[src/rtl/leve_pkg.sv]
// Shared types and defaults for the leve writeback stage.
// XLEN normally comes from defs.vh; a 32-bit fallback is defined here when it is not already set.
`ifndef XLEN
`define XLEN 32
`endif

package leve_pkg;
    typedef enum logic [0:0] {
        IDLE = 1'b0,
        RUN  = 1'b1
    } wb_state_t;

    localparam int DEPTH_DEF = 4;
    localparam int VLMAX_DEF = 32;
endpackage

[src/rtl/leve_wb_fifo.sv]
// Result FIFO for the writeback stage: DEPTH entries, wrap-bit pointers, synchronous flush.
// A push into a full FIFO succeeds only when a pop happens in the same cycle.
`ifndef XLEN
`define XLEN 32
`endif

module leve_wb_fifo #(
    parameter int W     = 32,
    parameter int DEPTH = 4
) (
    input  logic         clk,
    input  logic         rst,
    input  logic         flush,
    input  logic         push,
    input  logic         pop,
    input  logic [W-1:0] din,
    output logic         full,
    output logic         empty,
    output logic [W-1:0] head
);
    localparam int AW = $clog2(DEPTH);

    logic [W-1:0] mem [DEPTH];
    logic [AW:0]  wr_ptr;
    logic [AW:0]  rd_ptr;
    logic         do_push;
    logic         do_pop;

    // Same index with differing wrap bits means the writer is a full lap ahead.
    assign empty   = (wr_ptr == rd_ptr);
    assign full    = (wr_ptr[AW] != rd_ptr[AW]) && (wr_ptr[AW-1:0] == rd_ptr[AW-1:0]);
    assign do_pop  = pop && !empty;
    assign do_push = push && (!full || do_pop);
    assign head    = mem[rd_ptr[AW-1:0]];

    always_ff @(posedge clk) begin
        if (rst || flush) begin
            wr_ptr <= '0;
            rd_ptr <= '0;
        end else begin
            if (do_push) wr_ptr <= wr_ptr + (AW+1)'(1);
            if (do_pop)  rd_ptr <= rd_ptr + (AW+1)'(1);
        end
    end

    always_ff @(posedge clk) begin
        if (do_push) mem[wr_ptr[AW-1:0]] <= din;
    end
endmodule

[src/rtl/leve_wb.sv]
// Vector writeback stage: buffers ALU results and writes them to the register file element by element.
// Optional macro LEVE_WB_BYPASS_EN lets a result reach the register file in its arrival cycle when the FIFO is empty.
`ifndef XLEN
`define XLEN 32
`endif

module leve_wb
    import leve_pkg::*;
#(
    parameter int DEPTH = DEPTH_DEF,
    parameter int VLMAX = VLMAX_DEF
) (
    input  logic                     CLK,
    input  logic                     RST,
    input  logic                     START,
    input  logic [4:0]               VD,
    input  logic [$clog2(VLMAX):0]   VL,
    input  logic                     ALU_OUT_VALID,
    input  logic [`XLEN-1:0]         ALU_OUT,
    input  logic                     VRF_WREADY,
    output logic                     VRF_WE,
    output logic [4:0]               VRF_WREG,
    output logic [$clog2(VLMAX)-1:0] VRF_WIDX,
    output logic [`XLEN-1:0]         VRF_WDATA,
    output logic                     BUSY,
    output logic                     DONE,
    output logic                     ERR_OVF,
    output logic                     ERR_STRAY
);
    localparam int IW = $clog2(VLMAX);

    wb_state_t          state;
    logic [4:0]         vd_q;
    logic [IW:0]        vl_q;
    logic [IW-1:0]      idx;
    logic               done_q;
    logic               ovf_q;
    logic               stray_q;

    logic               run;
    logic               fifo_full;
    logic               fifo_empty;
    logic               fifo_push;
    logic               fifo_pop;
    logic [`XLEN-1:0]   fifo_head;
    logic               fire;
    logic               last;
    logic               flush;

    assign run      = (state == RUN);
    assign fifo_pop = run && !fifo_empty && VRF_WREADY;

`ifdef LEVE_WB_BYPASS_EN
    logic byp;
    assign byp       = run && fifo_empty && ALU_OUT_VALID;
    assign VRF_WE    = run && (!fifo_empty || ALU_OUT_VALID);
    assign VRF_WDATA = !VRF_WE ? '0 : (!fifo_empty ? fifo_head : ALU_OUT);
    // A bypassed result that the register file takes immediately never enters the FIFO.
    assign fifo_push = run && ALU_OUT_VALID && !(byp && VRF_WREADY);
`else
    assign VRF_WE    = run && !fifo_empty;
    assign VRF_WDATA = VRF_WE ? fifo_head : '0;
    assign fifo_push = run && ALU_OUT_VALID;
`endif

    assign fire  = VRF_WE && VRF_WREADY;
    assign last  = ({1'b0, idx} == (vl_q - (IW+1)'(1)));
    // Results still queued past the final element belong to no op; discard them at completion.
    assign flush = fire && last;

    assign VRF_WREG  = vd_q;
    assign VRF_WIDX  = idx;
    assign BUSY      = run;
    assign DONE      = done_q;
    assign ERR_OVF   = ovf_q;
    assign ERR_STRAY = stray_q;

    leve_wb_fifo #(
        .W     (`XLEN),
        .DEPTH (DEPTH)
    ) u_fifo (
        .clk   (CLK),
        .rst   (RST),
        .flush (flush),
        .push  (fifo_push),
        .pop   (fifo_pop),
        .din   (ALU_OUT),
        .full  (fifo_full),
        .empty (fifo_empty),
        .head  (fifo_head)
    );

    always_ff @(posedge CLK) begin
        if (RST) begin
            state   <= IDLE;
            vd_q    <= '0;
            vl_q    <= '0;
            idx     <= '0;
            done_q  <= 1'b0;
            ovf_q   <= 1'b0;
            stray_q <= 1'b0;
        end else begin
            done_q <= 1'b0;
            if (fifo_push && fifo_full && !fifo_pop) ovf_q <= 1'b1;
            if (ALU_OUT_VALID && !run)               stray_q <= 1'b1;
            case (state)
                IDLE: begin
                    if (START) begin
                        if (VL != '0) begin
                            state <= RUN;
                            vd_q  <= VD;
                            vl_q  <= VL;
                            idx   <= '0;
                        end else begin
                            done_q <= 1'b1;
                        end
                    end
                end
                RUN: begin
                    if (fire) begin
                        idx <= idx + IW'(1);
                        if (last) begin
                            state  <= IDLE;
                            done_q <= 1'b1;
                        end
                    end
                end
                default: state <= IDLE;
            endcase
        end
    end
endmodule

[config.mk]
export PLATFORM = sky130hd
export DESIGN_NAME = leve_wb
export DESIGN_NICKNAME = d
export VERILOG_FILES = /design/src/rtl/leve_pkg.sv /design/src/rtl/leve_wb_fifo.sv /design/src/rtl/leve_wb.sv
export SDC_FILE = /design/constraint.sdc
export NUM_CORES = 1
export LEC_CHECK = 0
export ABC_AREA = 1
export BUFFER_PORTS_ARGS = -buffer_cell sky130_fd_sc_hd__buf_2
export CORE_UTILIZATION = 50
export CTS_BUF_LIST = sky130_fd_sc_hd__clkbuf_4
export CTS_CLUSTER_DIAMETER = 40
export DETAILED_ROUTE_END_ITERATION = 12
export PLACE_DENSITY = 0.84
export SETUP_SLACK_MARGIN = 0.3
export SLEW_MARGIN = 20
export SYNTH_ARGS = -nofsm -noshare
export SYNTH_HDL_FRONTEND = slang
export SYNTH_SLANG_ARGS = --single-unit
export TNS_END_PERCENT = 30
[constraint.sdc]
create_clock -name CLK -period 2.5 [get_ports CLK]
set_clock_uncertainty 0.05 [all_clocks]
set_input_delay 0.125 -clock CLK [delete_from_list [all_inputs] [get_ports CLK]]
set_output_delay 0.125 -clock CLK [all_outputs]
set_load 0.03 [all_outputs]
==> key figures <==
Status
  • Status: finished, final reports clean

Cells and area
  • Nets: 824
  • Layout cell share with drive strength beyond 1: 0.239
  • Fin area: 0.00831 mm²
  • P&R area growth vs syn: 28.5%
  • Multi-input logic area: 0.00185 mm²
  • Ant diodes: 0
  • Fill count: 961
  • Reg area: 0.00443 mm²

Timing
  • Worst Tran Pin Value: 472 ps
  • Pins over their slew limit: 0
  • Unrepaired setup endpoints after global routing: true
  • Final setup TNS: 0 ps
  • Final setup viols: 0
  • Final Cycle Share: 0.840
  • Min Tclk post-route: 2100 ps
  • Fin. Hold Viols: 0
  • Slew headroom: 0.686
  • Final worst slack: 399 ps
  • Peak Freq: 476 MHz

Yosys
  • Yosys cell types: 26
  • Mapped Cells: 607
  • Top cells by area, synth: edfxtp_1 (59%), nor2_1 (8.8%), dfxtp_1 (8.7%)
  • Share of the synthesized area in the top cell type: 0.594
  • Seq cells post-synth: 156
  • Yosys top cell by area: edfxtp_1
  • Synth top cells by count: nor2_1 (151), edfxtp_1 (128), o21ai_0 (74), nand2_1 (62), inv_1 (41)
  • Most frequent cell after synthesis: nor2_1
  • Top FF cell, synth: edfxtp_1
  • Synth Cell Area: 0.00647 mm²
  • Net Count, Synth: 662
  • Yosys warnings: 0
  • Post-synthesis sequential area ratio: 0.681
  • Ys async rst share: 0
  • Post-synth EDFFs: 128
  • Mean Syn Cell Area: 10.7 µm²

Critical path
  • Critical Path RT: 2960 ps
  • CP Capture Type: register
  • Crit start category: register
  • Critical path class: register to register
  • Worst Path Arrival: 2560 ps
  • CP max FO: 7

Place
  • Pre-CTS setup slack: 266 ps
  • HPWL after detailed placement: 8.36 mm
  • Dpl cell area: 0.00718 mm²
  • Final GP Congestion: 0.878
  • PortBufs: 94

Clocking
  • CTS tree: built
  • Root Driver: clkbuf_4
  • Clock-pin slew on the worst setup and hold paths: 130 ps
  • Clk_lat worst skew: 550 ps
  • # H-tree levels: 4
  • Num CTS Buffers: 17
  • CTS Sinks: 156
  • CTS Buffer Depth: 2

Routing
  • Residual DRC: 0
  • Final WL: 14.5 mm
  • WL/cell: 15.2 µm
  • Drt pass-1 iters: 7
  • First DRT Iteration DRCs: 420
  • Post-DRT Antenna Nets: 0
  • Via density: 5.17
  • Via count: 4928

Floorplanning
  • Core ar.: 0.0126 mm²
  • Die area: 0.0134 mm²
  • Die W: 116 µm
  • Die H: 116 µm
  • I/O pin count: 95
  • Rows: 41
  • Initial core utilization: 0.513

Worst hold path
  • Worst Hold Class: input port to register

Flow run
  • Max_cap viols: 0

Power and ir drop
  • Leak pwr: 3.29 nW
  • PD cells: 646 mW/mm²
  • Worst vdd ir: 0.000381 V

Global route
  • Global-route wire length before repair: 22.2 mm
  • Total track usage: 0.222
  • Largest net degree at the start of global routing: 65
  • Vias in the first global route: 4758
  • Initial antenna violation count: 0
  • Gr ovfl total: 0
-- power breakdown --
part	switching [mW]	total [mW]	internal (mW)	leakage [nW]
sequential	0.0321	2.90	2.87	1.39
combinational	0.294	0.482	0.188	1.70
clock	0.879	1.99	1.11	0.201
-- per-stage QoR --
stage	instances	power (mW)	hold WS, ps	utilization
2_1_floorplan	607	3.20	144	-
3_3_place_gp	862	3.33	285	0.569
3_5_place_dp	862	3.35	294	0.569
4_1_cts	953	5.40	211	0.653
5_1_grt	954	5.57	221	0.659
6_report	954	5.37	267	0.659
-- per-layer routing --
metal | track usage | routed length [µm] | vias up
met5 | 0 | 0 | -
met4 | 0.0778 | 218 | 0
met3 | 0.0554 | 913 | 16
met2 | 0.400 | 7550 | 201
met1 | 0.257 | 5840 | 2328
li1 | - | - | 2383
-- state kept, by name (all words and copies together), names as in the netlist, named ones only --
register,count
BUSY,1
VRF_WREG,5
DONE,1
u_fifo.wr_ptr,3
ERR_STRAY,1
vl_q,6
ERR_OVF,1
u_fifo.rd_ptr,3
VRF_WIDX,5
u_fifo.mem,128
-- path summary, 6_finish.rpt --
check             slack, ps           endpoint  cells after the start   startpoint
setup / recovery        400            vl_q[2]                      7         BUSY
hold reg to reg         440          ERR_STRAY                      2    ERR_STRAY
setup reg to reg        400            vl_q[2]                      7         BUSY
hold / removal          270  u_fifo.mem[0][25]                      2  ALU_OUT[25]
-- cell type report --
class | count | share of cell area
clock buffer | 18 | 0.0163
clock inverter | 14 | 0.0318
timing repair inverter | 1 | 0.000903
multi-input combinational | 380 | 0.222
sequential | 156 | 0.532
timing repair buffer | 165 | 0.148
inverter | 48 | 0.0230
tap | 172 | 0.0259
-- layout by cell type, fill, tap and decap left out, types with 2 or more instances in the layout --
cell             n
inv_1           40
clkinv_4         2
a21oi_1         35
nor2_1         146
edfxtp_1       128
nand2_4          4
nand4_1          2
clkbuf_4        18
dfxtp_2          5
bufinv_16        7
buf_4           25
o22ai_1          2
dfxtp_4          4
ha_1             7
nand2_2          4
o21ai_1          2
o21ai_0         74
dlygate4sd3_1   55
nand3_1         17
nand2_1         61
xnor2_1          2
inv_6            2
clkinvlp_4       4
a21oi_2          5
dfxtp_1         19
buf_2           81
nor2_4           4
xor2_1           3
inv_2            6
nor2_2           7
buf_12           3
-- logic make-up (layout without fill, tap and decap cells) --
kind of cell / after synthesis / count (layout) / share of synthesized area
simple gates: 248 / 248 / 0.159
compound gates: 119 / 119 / 0.0949
fa+ha+maj: 7 / 7 / 0.0135
xor+xnor: 6 / 6 / 0.00812
flops: 156 / 156 / 0.681
buf+inv: 71 / 246 / 0.0435
-- what timing repair did --
action | in CTS | in global routing
setup buffers | 3 | 0
gates cloned | 1 | 1
setup endpoints to repair | 33 | 32
hold buffers | 55 | 0
resized for setup | 26 | 23
hold endpoints to repair | 150 | 0
-- worst max-delay path, cell delays in order, from the launching register on --
cell	delay, ps
dfxtp_4	400
inv_2	110
nand2_2	80
nor2_2	140
nand2_1	80
dlygate4sd3_1	560
o21ai_0	80
dlygate4sd3_1	560
(Power assumes the default switching activity.)
